## config.mk

```make
export PLATFORM = sky130hd
export DESIGN_NAME = roic_scan_seq
export DESIGN_NICKNAME = d
export VERILOG_FILES = /design/src/rtl/roic_scan_pkg.sv /design/src/rtl/roic_scan_line_cnt.sv /design/src/rtl/roic_scan_seq.sv
export SDC_FILE = /design/constraint.sdc
export NUM_CORES = 1
export LEC_CHECK = 0
export ABC_AREA = 1
export BUFFER_PORTS_ARGS = -buffer_cell sky130_fd_sc_hd__buf_2
export CAP_MARGIN = 20
export CORE_ASPECT_RATIO = 0.8
export CORE_MARGIN = 1
export CORE_UTILIZATION = 55
export DETAILED_ROUTE_END_ITERATION = 16
export GPL_TIMING_DRIVEN = 0
export PLACE_DENSITY = 0.78
export SLEW_MARGIN = 25
export SYNTH_ARGS = -nofsm -noshare
export SYNTH_HDL_FRONTEND = slang
export SYNTH_SLANG_ARGS = --single-unit
```

## constraint.sdc

```tcl
create_clock -name fsm_clk -period 5.24 [get_ports fsm_clk]
set_input_delay 0.262 -clock fsm_clk [delete_from_list [all_inputs] [get_ports fsm_clk]]
set_output_delay 0.262 -clock fsm_clk [all_outputs]
set_load 0.01 [all_outputs]
```

## src/rtl/roic_scan_pkg.sv

```systemverilog
// Shared types and default sizes for the ROIC power-up scan sequencer.
package roic_scan_pkg;

  localparam int CNT_W_DEF        = 16;
  localparam int FRM_W_DEF        = 8;
  localparam int MIN_LINE_LEN_DEF = 2;

  typedef enum logic [1:0] {
    IDLE      = 2'd0,
    BACK_BIAS = 2'd1,
    FLUSH     = 2'd2,
    DONE      = 2'd3
  } scan_state_e;

endpackage

```

## src/rtl/roic_scan_line_cnt.sv

```systemverilog
// Column/row counter pair for one scan; strobes are decoded from the registered counts.
module roic_scan_line_cnt
  import roic_scan_pkg::*;
#(
  parameter int CNT_W = CNT_W_DEF
) (
  input  logic             clk,
  input  logic             rst_n,
  input  logic             clear,
  input  logic             en,
  input  logic [CNT_W-1:0] line_len,
  input  logic [CNT_W-1:0] rows,
  output logic [CNT_W-1:0] col_cnt,
  output logic [CNT_W-1:0] row_cnt,
  output logic             col_end,
  output logic             frame_end
);

  assign col_end   = en && (col_cnt == line_len - CNT_W'(1));
  assign frame_end = col_end && (row_cnt == rows - CNT_W'(1));

  // NOTE: sequential state uses non-blocking assignments so every register samples pre-edge values.
  always_ff @(posedge clk or negedge rst_n) begin
    if (!rst_n) begin
      col_cnt <= '0;
      row_cnt <= '0;
    end else if (clear) begin
      col_cnt <= '0;
      row_cnt <= '0;
    end else if (en) begin
      if (col_end) begin
        col_cnt <= '0;
        row_cnt <= frame_end ? '0 : row_cnt + CNT_W'(1);
      end else begin
        col_cnt <= col_cnt + CNT_W'(1);
      end
    end
  end

endmodule

```

## src/rtl/roic_scan_seq.sv

```systemverilog
// Power-up sequencer: back-bias scan, N flush frames, then a one-cycle done pulse.
module roic_scan_seq
  import roic_scan_pkg::*;
#(
  parameter int CNT_W        = CNT_W_DEF,
  parameter int FRM_W        = FRM_W_DEF,
  parameter int MIN_LINE_LEN = MIN_LINE_LEN_DEF
) (
  input  logic             fsm_clk,
  input  logic             fsm_drv_rst,
  input  logic             seq_start,
  input  logic             seq_abort,
  input  logic [CNT_W-1:0] cfg_line_len,
  input  logic [CNT_W-1:0] cfg_bb_rows,
  input  logic [CNT_W-1:0] cfg_flush_rows,
  input  logic [FRM_W-1:0] cfg_flush_frames,
  output logic [CNT_W-1:0] row_cnt,
  output logic [CNT_W-1:0] col_cnt,
  output logic             col_end,
  output logic             frame_end,
  output logic             fsm_back_bias_index,
  output logic             fsm_flush_index,
  output logic [FRM_W-1:0] flush_frame_cnt,
  output logic             busy,
  output logic             seq_done
);

  scan_state_e      state, state_next;
  logic [CNT_W-1:0] line_len_q, bb_rows_q, flush_rows_q;
  logic [FRM_W-1:0] flush_frames_q;
  logic [CNT_W-1:0] line_len_eff, rows_sel;
  logic             start_ok, flush_en_cfg, flush_en_q, last_frame;
  logic             scan_active, next_scan;

  assign start_ok     = (state == IDLE) && seq_start && !seq_abort;
  assign line_len_eff = (cfg_line_len < CNT_W'(MIN_LINE_LEN)) ? CNT_W'(MIN_LINE_LEN) : cfg_line_len;
  assign flush_en_cfg = (cfg_flush_rows != '0) && (cfg_flush_frames != '0);
  assign flush_en_q   = (flush_rows_q != '0) && (flush_frames_q != '0);
  assign last_frame   = (flush_frame_cnt == flush_frames_q - FRM_W'(1));
  assign scan_active  = (state == BACK_BIAS) || (state == FLUSH);
  assign next_scan    = (state_next == BACK_BIAS) || (state_next == FLUSH);
  assign rows_sel     = (state == BACK_BIAS) ? bb_rows_q : flush_rows_q;

  // NOTE: every always_comb output gets a default first, so no path can infer a latch.
  always_comb begin
    state_next = state;
    unique case (state)
      IDLE: begin
        if (start_ok) begin
          if (cfg_bb_rows != '0) state_next = BACK_BIAS;
          else if (flush_en_cfg) state_next = FLUSH;
          else                   state_next = DONE;
        end
      end
      BACK_BIAS: begin
        if (seq_abort)      state_next = IDLE;
        else if (frame_end) state_next = flush_en_q ? FLUSH : DONE;
      end
      FLUSH: begin
        if (seq_abort)                    state_next = IDLE;
        else if (frame_end && last_frame) state_next = DONE;
      end
      DONE: state_next = IDLE;
      default: state_next = IDLE;
    endcase
  end

  always_ff @(posedge fsm_clk or negedge fsm_drv_rst) begin
    if (!fsm_drv_rst) state <= IDLE;
    else              state <= state_next;
  end

  // Config is captured only on an accepted start; mid-run cfg edits are invisible.
  always_ff @(posedge fsm_clk or negedge fsm_drv_rst) begin
    if (!fsm_drv_rst) begin
      line_len_q     <= CNT_W'(MIN_LINE_LEN);
      bb_rows_q      <= '0;
      flush_rows_q   <= '0;
      flush_frames_q <= '0;
    end else if (start_ok) begin
      line_len_q     <= line_len_eff;
      bb_rows_q      <= cfg_bb_rows;
      flush_rows_q   <= cfg_flush_rows;
      flush_frames_q <= cfg_flush_frames;
    end
  end

  always_ff @(posedge fsm_clk or negedge fsm_drv_rst) begin
    if (!fsm_drv_rst)                     flush_frame_cnt <= '0;
    else if (state_next != FLUSH)         flush_frame_cnt <= '0;
    else if (state == FLUSH && frame_end) flush_frame_cnt <= flush_frame_cnt + FRM_W'(1);
  end

  // Counters sit at zero outside scans, so every scan entry starts at row 0 / col 0.
  roic_scan_line_cnt #(.CNT_W(CNT_W)) u_line_cnt (
    .clk      (fsm_clk),
    .rst_n    (fsm_drv_rst),
    .clear    (!next_scan),
    .en       (scan_active),
    .line_len (line_len_q),
    .rows     (rows_sel),
    .col_cnt  (col_cnt),
    .row_cnt  (row_cnt),
    .col_end  (col_end),
    .frame_end(frame_end)
  );

  assign fsm_back_bias_index = (state == BACK_BIAS);
  assign fsm_flush_index     = (state == FLUSH);
  assign busy                = (state != IDLE);
  assign seq_done            = (state == DONE);

endmodule

```

==> results of run 1 <==
## synth_stat cells (all sizes together) (2+ instances only)
master,n
nor3b,2
a21oi,6
xor2,41
nand3b,9
and2,2
clkbuf,11
nand2,337
nor2,99
ha,12
o22ai,12
nand4,21
nor3,15
nand3,53
nor4,15
o211ai,2
inv,119
o21ai,57
buf,10
or2,3
dfrtp,97
xnor2,10
## sequential cells by signal, summed over array words and instances (netlist names)
| name | flops |
|---|---|
| bb_rows_q | 16 |
| flush_rows_q | 16 |
| line_len_q | 16 |
| u_line_cnt.col_cnt | 16 |
| u_line_cnt.row_cnt | 16 |
| flush_frame_cnt | 8 |
| flush_frames_q | 8 |
| state | 2 |
## power breakdown
part / internal, mW / switching (mW) / total, mW
Clock: 0.422 / 0.316 / 0.738
Sequential: 0.997 / 0.234 / 1.23
Combinational: 0.800 / 1.50 / 2.30
## final timing paths
kind                                      startpoint                                 end  slack, ps  depth (start not counted)
max in group asynchronous                fsm_drv_rst           line_len_q[1]$_DFFE_PN1P_       4220                          3
setup / recovery                  state[1]$_DFF_PN0_  u_line_cnt.col_cnt[15]$_DFFE_PN0P_        330                         35
setup reg to reg                  state[1]$_DFF_PN0_  u_line_cnt.col_cnt[15]$_DFFE_PN0P_        330                         35
hold reg to reg            bb_rows_q[15]$_DFFE_PN0P_           bb_rows_q[15]$_DFFE_PN0P_        490                          2
min in group asynchronous                fsm_drv_rst            bb_rows_q[8]$_DFFE_PN0P_        340                          2
hold / removal                      cfg_line_len[11]          line_len_q[11]$_DFFE_PN0P_        110                          3
## per-layer routing
metal / share of wire / wire length, um
met1: 0.46 / 8059
met2: 0.46 / 7998
met3: 0.068 / 1189
met4: 0.016 / 282
met5: 0 / 0
## worst max-delay path: cells and delay by family, from the launching register on
family                   cells  cell delay, ps
buffers and inverters        5             550
flip-flops                   1             410
adder cells (fa/ha/maj)      3             750
XOR/XNOR                     1             130
AND/OR/NAND/NOR             26            2950
## logic make-up after synthesis
kind of cell	after synthesis	synth area share
flops	98	0.3721
buf+inv	140	0.08672
compound gates	84	0.07230
fa+ha+maj	12	0.02277
simple gates	558	0.3784
xor+xnor	51	0.06774
## placed cells by master, fill, tap and decap left out, types with 2 or more instances in the layout
cell	instances
o22ai_1	12
nor3b_1	2
ha_1	10
nand4_2	2
nand4_1	19
nor2_2	13
o21ai_2	4
buf_2	106
nand3_1	47
buf_1	2
clkbuf_16	9
dfrtp_1	97
inv_2	4
o211ai_1	2
xnor2_1	10
nand2_4	3
inv_1	114
nand2_2	10
nand3_2	5
buf_4	3
and2_1	2
buf_6	4
nand3b_1	9
nand2_1	324
nor3_1	15
or2_2	2
clkbuf_1	11
o21ai_0	51
nor2_1	80
a21oi_1	6
o21ai_1	2
clkinvlp_4	2
nor2_4	6
nor4_1	15
bufinv_16	2
xor2_1	40
clkinv_4	2
## metrics by stage
step             util  setup WS [ps]  hold WS (ps)
2_1_floorplan       -          892.2        -33.59
3_3_place_gp   0.6294          195.6         463.7
3_5_place_dp   0.6323          141.7         158.6
4_1_cts        0.6613          115.0         109.6
5_1_grt        0.6656          25.37         116.3
6_report       0.6656          328.8         111.5
## final cells by class
type / count / share of cell area
plain buffers: 21 / 0.01588
clock buffers: 9 / 0.02916
clock inverters: 7 / 0.01312
inverters: 119 / 0.05816
multi-input cells: 705 / 0.4674
flip-flops and latches: 98 / 0.3177
well taps: 148 / 0.02398
repair buffers: 108 / 0.07468
## repair_timing
item / in CTS / in global routing
hold buffers: 1 / 0
resized for setup: 0 / 12
setup endpoints to repair: 0 / 7
hold endpoints to repair: 29 / 0
setup buffers: 0 / 1
==> flow_summary.ini, run 1 <==
[timing]
grt_setup_unrepaired = false
fmax_mhz = 203.6
slew_headroom = 0.5644
setup_viol = 0
hold_viol_final = 0
post-route-min-period_ps = 4911
fin_crit_sh = 0.9373
slew_viol_final = 0
worst_pin_slew_ps = 647.4
skew_ps = 7.319
fin_setup_tns_ps = 0

[worst_setup_path]
slowest_stage = or4_1
end_kind = register
worst_ep_arrival_time_ps = 5130
cp_max_fo = 10
path_class = register to register
crit_top_cell = nand2_1
cpPeakStageDelay_ps = 440
critPathRequiredTime_ps = 5460
start_kind = register

[yosys]
syn-num-nets = 1015
netlist-cell-type-count = 47
ys_dominant_reg_cell = dfrtp_1
netlist.area_leader.share = 0.3681
synth_cells = 943
syn_avg_cell_area_um2 = 6.992
synth_edf_count = 0
yosysSeqAreaShare = 0.3721
synth_area_leaders = dfrtp_1 (37%), nand2_1 (19%), inv_1 (6.5%), xor2_1 (5.4%), nor2_1 (4.7%)
syn-cell-area_um2 = 6594
yosys_warnings = 0
synth-seq-cells = 98
synth_top_area_cell = dfrtp_1
async_reset_ff_frac = 1.000

[clock_network]
clkTransAtPathRegs_ps = 70
cts_sinks = 98
cts-root-buf = clkbuf_16
cts_tree = done
cts_buffers = 9
clock_path_buffers = 2
clock_latency_ps = 360
htreeDepth = 3

[placed_design]
postPlaceCellArea_um2 = 7338
gp_congestion = 0.9237
portBuffers = 105
dp.cells = 1197
hpwl_mm = 13.67

[detailed_routing]
avgRoutedWirePerCell_um = 14.43
post-route-drc-count = 0
dr.pass1.iters = 6
viasPerCell = 5.380
wirelength_mm = 17.53
ant_nets = 0
via_count = 6537
drt_iter0_markers = 578

[global_routing]
top_usage_layer = met2
grt_max_degree = 70
grt_pass1_wl_mm = 29.33
grt_pass1_vias = 6065
antenna_found_initial = 0
met1_usage = 0.4150
grtUsageMet2 = 0.4777
overflow = 0
use_met3 = 0.05277
grt_usage = 0.2973

[cells_and_area]
drive_gt1_frac = 0.1753
multiInputGateArea_um2 = 3610
areaGrowthSynthToFinish_pct = 17.13
final_area_um2 = 7724
nNetsFinal = 1134
regArea_um2 = 2454
fin_cells = 1215
diodes = 0
n_fill_cell = 1006

[power_and_ir_drop]
p_leak_nw = 3.960
p_total_mw = 4.271
powerDensity_nw_per_um2 = 553.0
vdd_drop_max_mv = 0.2586

[die]
num_rows = 35
core_um2 = 11600
start_util = 0.5682
die_height_um = 99.94
die-area_um2 = 12430
die_x_um = 124.4
io_pins = 106

[worst_hold_path]
hold_class = input port to register

[flow_run]
maxCapViolations = 0

[outcome]
status = finished clean
No activity file was read; power rests on OpenSTA's default activity.
==> inputs of run 2 (changes only) <==
--- a/config.mk
+++ b/config.mk
@@ -11,9 +11,11 @@
 export CORE_ASPECT_RATIO = 0.8
 export CORE_MARGIN = 1
 export CORE_UTILIZATION = 55
+export CTS_BUF_LIST = sky130_fd_sc_hd__clkbuf_8
 export DETAILED_ROUTE_END_ITERATION = 16
 export GPL_TIMING_DRIVEN = 0
 export PLACE_DENSITY = 0.78
+export SKIP_CTS_REPAIR_TIMING = 1
 export SLEW_MARGIN = 25
 export SYNTH_ARGS = -nofsm -noshare
 export SYNTH_HDL_FRONTEND = slang
==> flow_summary.ini, run 2 (same netlist as run 1, synthesis figures left out) <==
[outcome]
status = finished clean

[detailed_routing]
dr.pass1.iters = 5
ant_nets = 0
wirelength_mm = 17.40
post-route-drc-count = 0
via_count = 6503
avgRoutedWirePerCell_um = 14.32
viasPerCell = 5.352
drt_iter0_markers = 553

[placed_design]
gp_congestion = 0.9237
dp_slack_ps = 141.7
hpwl_mm = 13.67
portBuffers = 105

[die]
core_um2 = 11600
die_height_um = 99.94
start_util = 0.5682
io_pins = 106
num_rows = 35
die-area_um2 = 12430
die_x_um = 124.4

[timing]
skew_ps = 13.54
slew_viol_final = 0
fmax_mhz = 204.0
worst_pin_slew_ps = 643.2
slew_headroom = 0.5712
fin_setup_tns_ps = 0
fin_crit_sh = 0.9356
whs_ps = 80.10
post-route-min-period_ps = 4903
grt_setup_unrepaired = false
hold_viol_final = 0
setup_ws_ps = 337.5
setup_viol = 0

[power_and_ir_drop]
internal_power_mw = 2.067
sw_frac_of_total = 0.4962
powerDensity_nw_per_um2 = 538.2
vdd_drop_max_mv = 0.2778
pwr-share-clk = 0.137
pwr-share-comb = 0.563
p_leak_nw = 3.914
p_sw_mw = 2.036
seqPwrFrac = 0.300

[worst_setup_path]
crit_top_cell = nand2_1
path_class = register to register
slowest_stage = or4_1
worst_ep_arrival_time_ps = 5140
end_kind = register
reg2reg_depth = 35
regToRegSetupSlack_ps = 340
critPathRequiredTime_ps = 5480
cp_max_fo = 10
start_kind = register
cpPeakStageDelay_ps = 430

[clock_network]
clock_latency_ps = 380
cts_sinks = 98
cts-root-buf = clkbuf_8
cts_tree = done
clkTransAtPathRegs_ps = 110
cts_buffers = 9
htreeDepth = 3
clock_path_buffers = 2

[cells_and_area]
drive_gt1_frac = 0.1753
areaGrowthSynthToFinish_pct = 15.60
diodes = 0
nNetsFinal = 1134
final_cell_mix = nand2_1 (324), inv_1 (114), buf_2 (106), dfrtp_1 (97), nor2_1 (80)
n_fill_cell = 1026
layout_commonest_cell = nand2_1

[global_routing]
antenna_found_initial = 0
overflow = 0
grt_pass1_wl_mm = 28.89
grt_max_degree = 70
grt_usage = 0.2924
grt_pass1_vias = 5985

[worst_hold_path]
hold_depth = 3
hold_class = input port to register

[flow_run]
maxCapViolations = 0
[run 2: layer usage]
layer / vias up / wire length [um] / global-route usage
met5: - / 0 / 0
li1: 3237 / - / -
met1: 2995 / 8228 / 0.4122
met4: 0 / 390 / 0.08434
met3: 33 / 1070 / 0.04371
met2: 238 / 7711 / 0.4700
[run 2: layout make-up]
class / count / area, um^2 / area share
Sequential cell: 98 / 2454 / 0.3219
Clock inverter: 7 / 101.3 / 0.01330
Clock buffer: 9 / 123.9 / 0.01625
Inverter: 119 / 449.2 / 0.05893
Buffer: 21 / 122.6 / 0.01609
Multi-Input combinational cell: 705 / 3610 / 0.4736
Timing Repair Buffer: 108 / 576.8 / 0.07567
Tap cell: 148 / 185.2 / 0.02429
[run 2: stage by stage]
stage	std cells	util	total power [mW]	instance area (um^2)
global placement	1196	0.6294	3.408	7305
detailed placement	1197	0.6323	3.455	7338
CTS	1213	0.6518	4.019	7564
global route	1215	0.6568	4.477	7622
floorplan	943	-	2.894	6594
finish	1215	0.6568	4.103	7622
[run 2: worst paths after layout]
| path | from | endpoint |
|---|---|---|
| max | state[1]$_DFF_PN0_ | u_line_cnt.col_cnt[15]$_DFFE_PN0P_ |
| min | cfg_bb_rows[11] | bb_rows_q[11]$_DFFE_PN0P_ |
| max reg2reg | state[1]$_DFF_PN0_ | u_line_cnt.col_cnt[15]$_DFFE_PN0P_ |
| min reg2reg | bb_rows_q[15]$_DFFE_PN0P_ | bb_rows_q[15]$_DFFE_PN0P_ |
| max in group asynchronous | fsm_drv_rst | line_len_q[1]$_DFFE_PN1P_ |
| min in group asynchronous | fsm_drv_rst | bb_rows_q[8]$_DFFE_PN0P_ |
[run 2: critical path: cells and delay by family (launching register included)]
kind / cells / cell delay (ps)
and+or+nand+nor: 26 / 2930
adders and majority gates: 3 / 760
buffers and inverters: 5 / 540
DFF: 1 / 420
xor gates and xnor gates: 1 / 130
[run 2: power groups by stage]
stage | Sequential [mW] | Combinational (mW) | Clock (mW)
3_5_place_dp | 1.23 | 2.22 | 0
5_1_grt | 1.26 | 2.62 | 0.602
3_3_place_gp | 1.23 | 2.18 | 0
2_1_floorplan | 1.17 | 1.72 | 0
4_1_cts | 1.22 | 2.23 | 0.567
6_report | 1.23 | 2.31 | 0.561
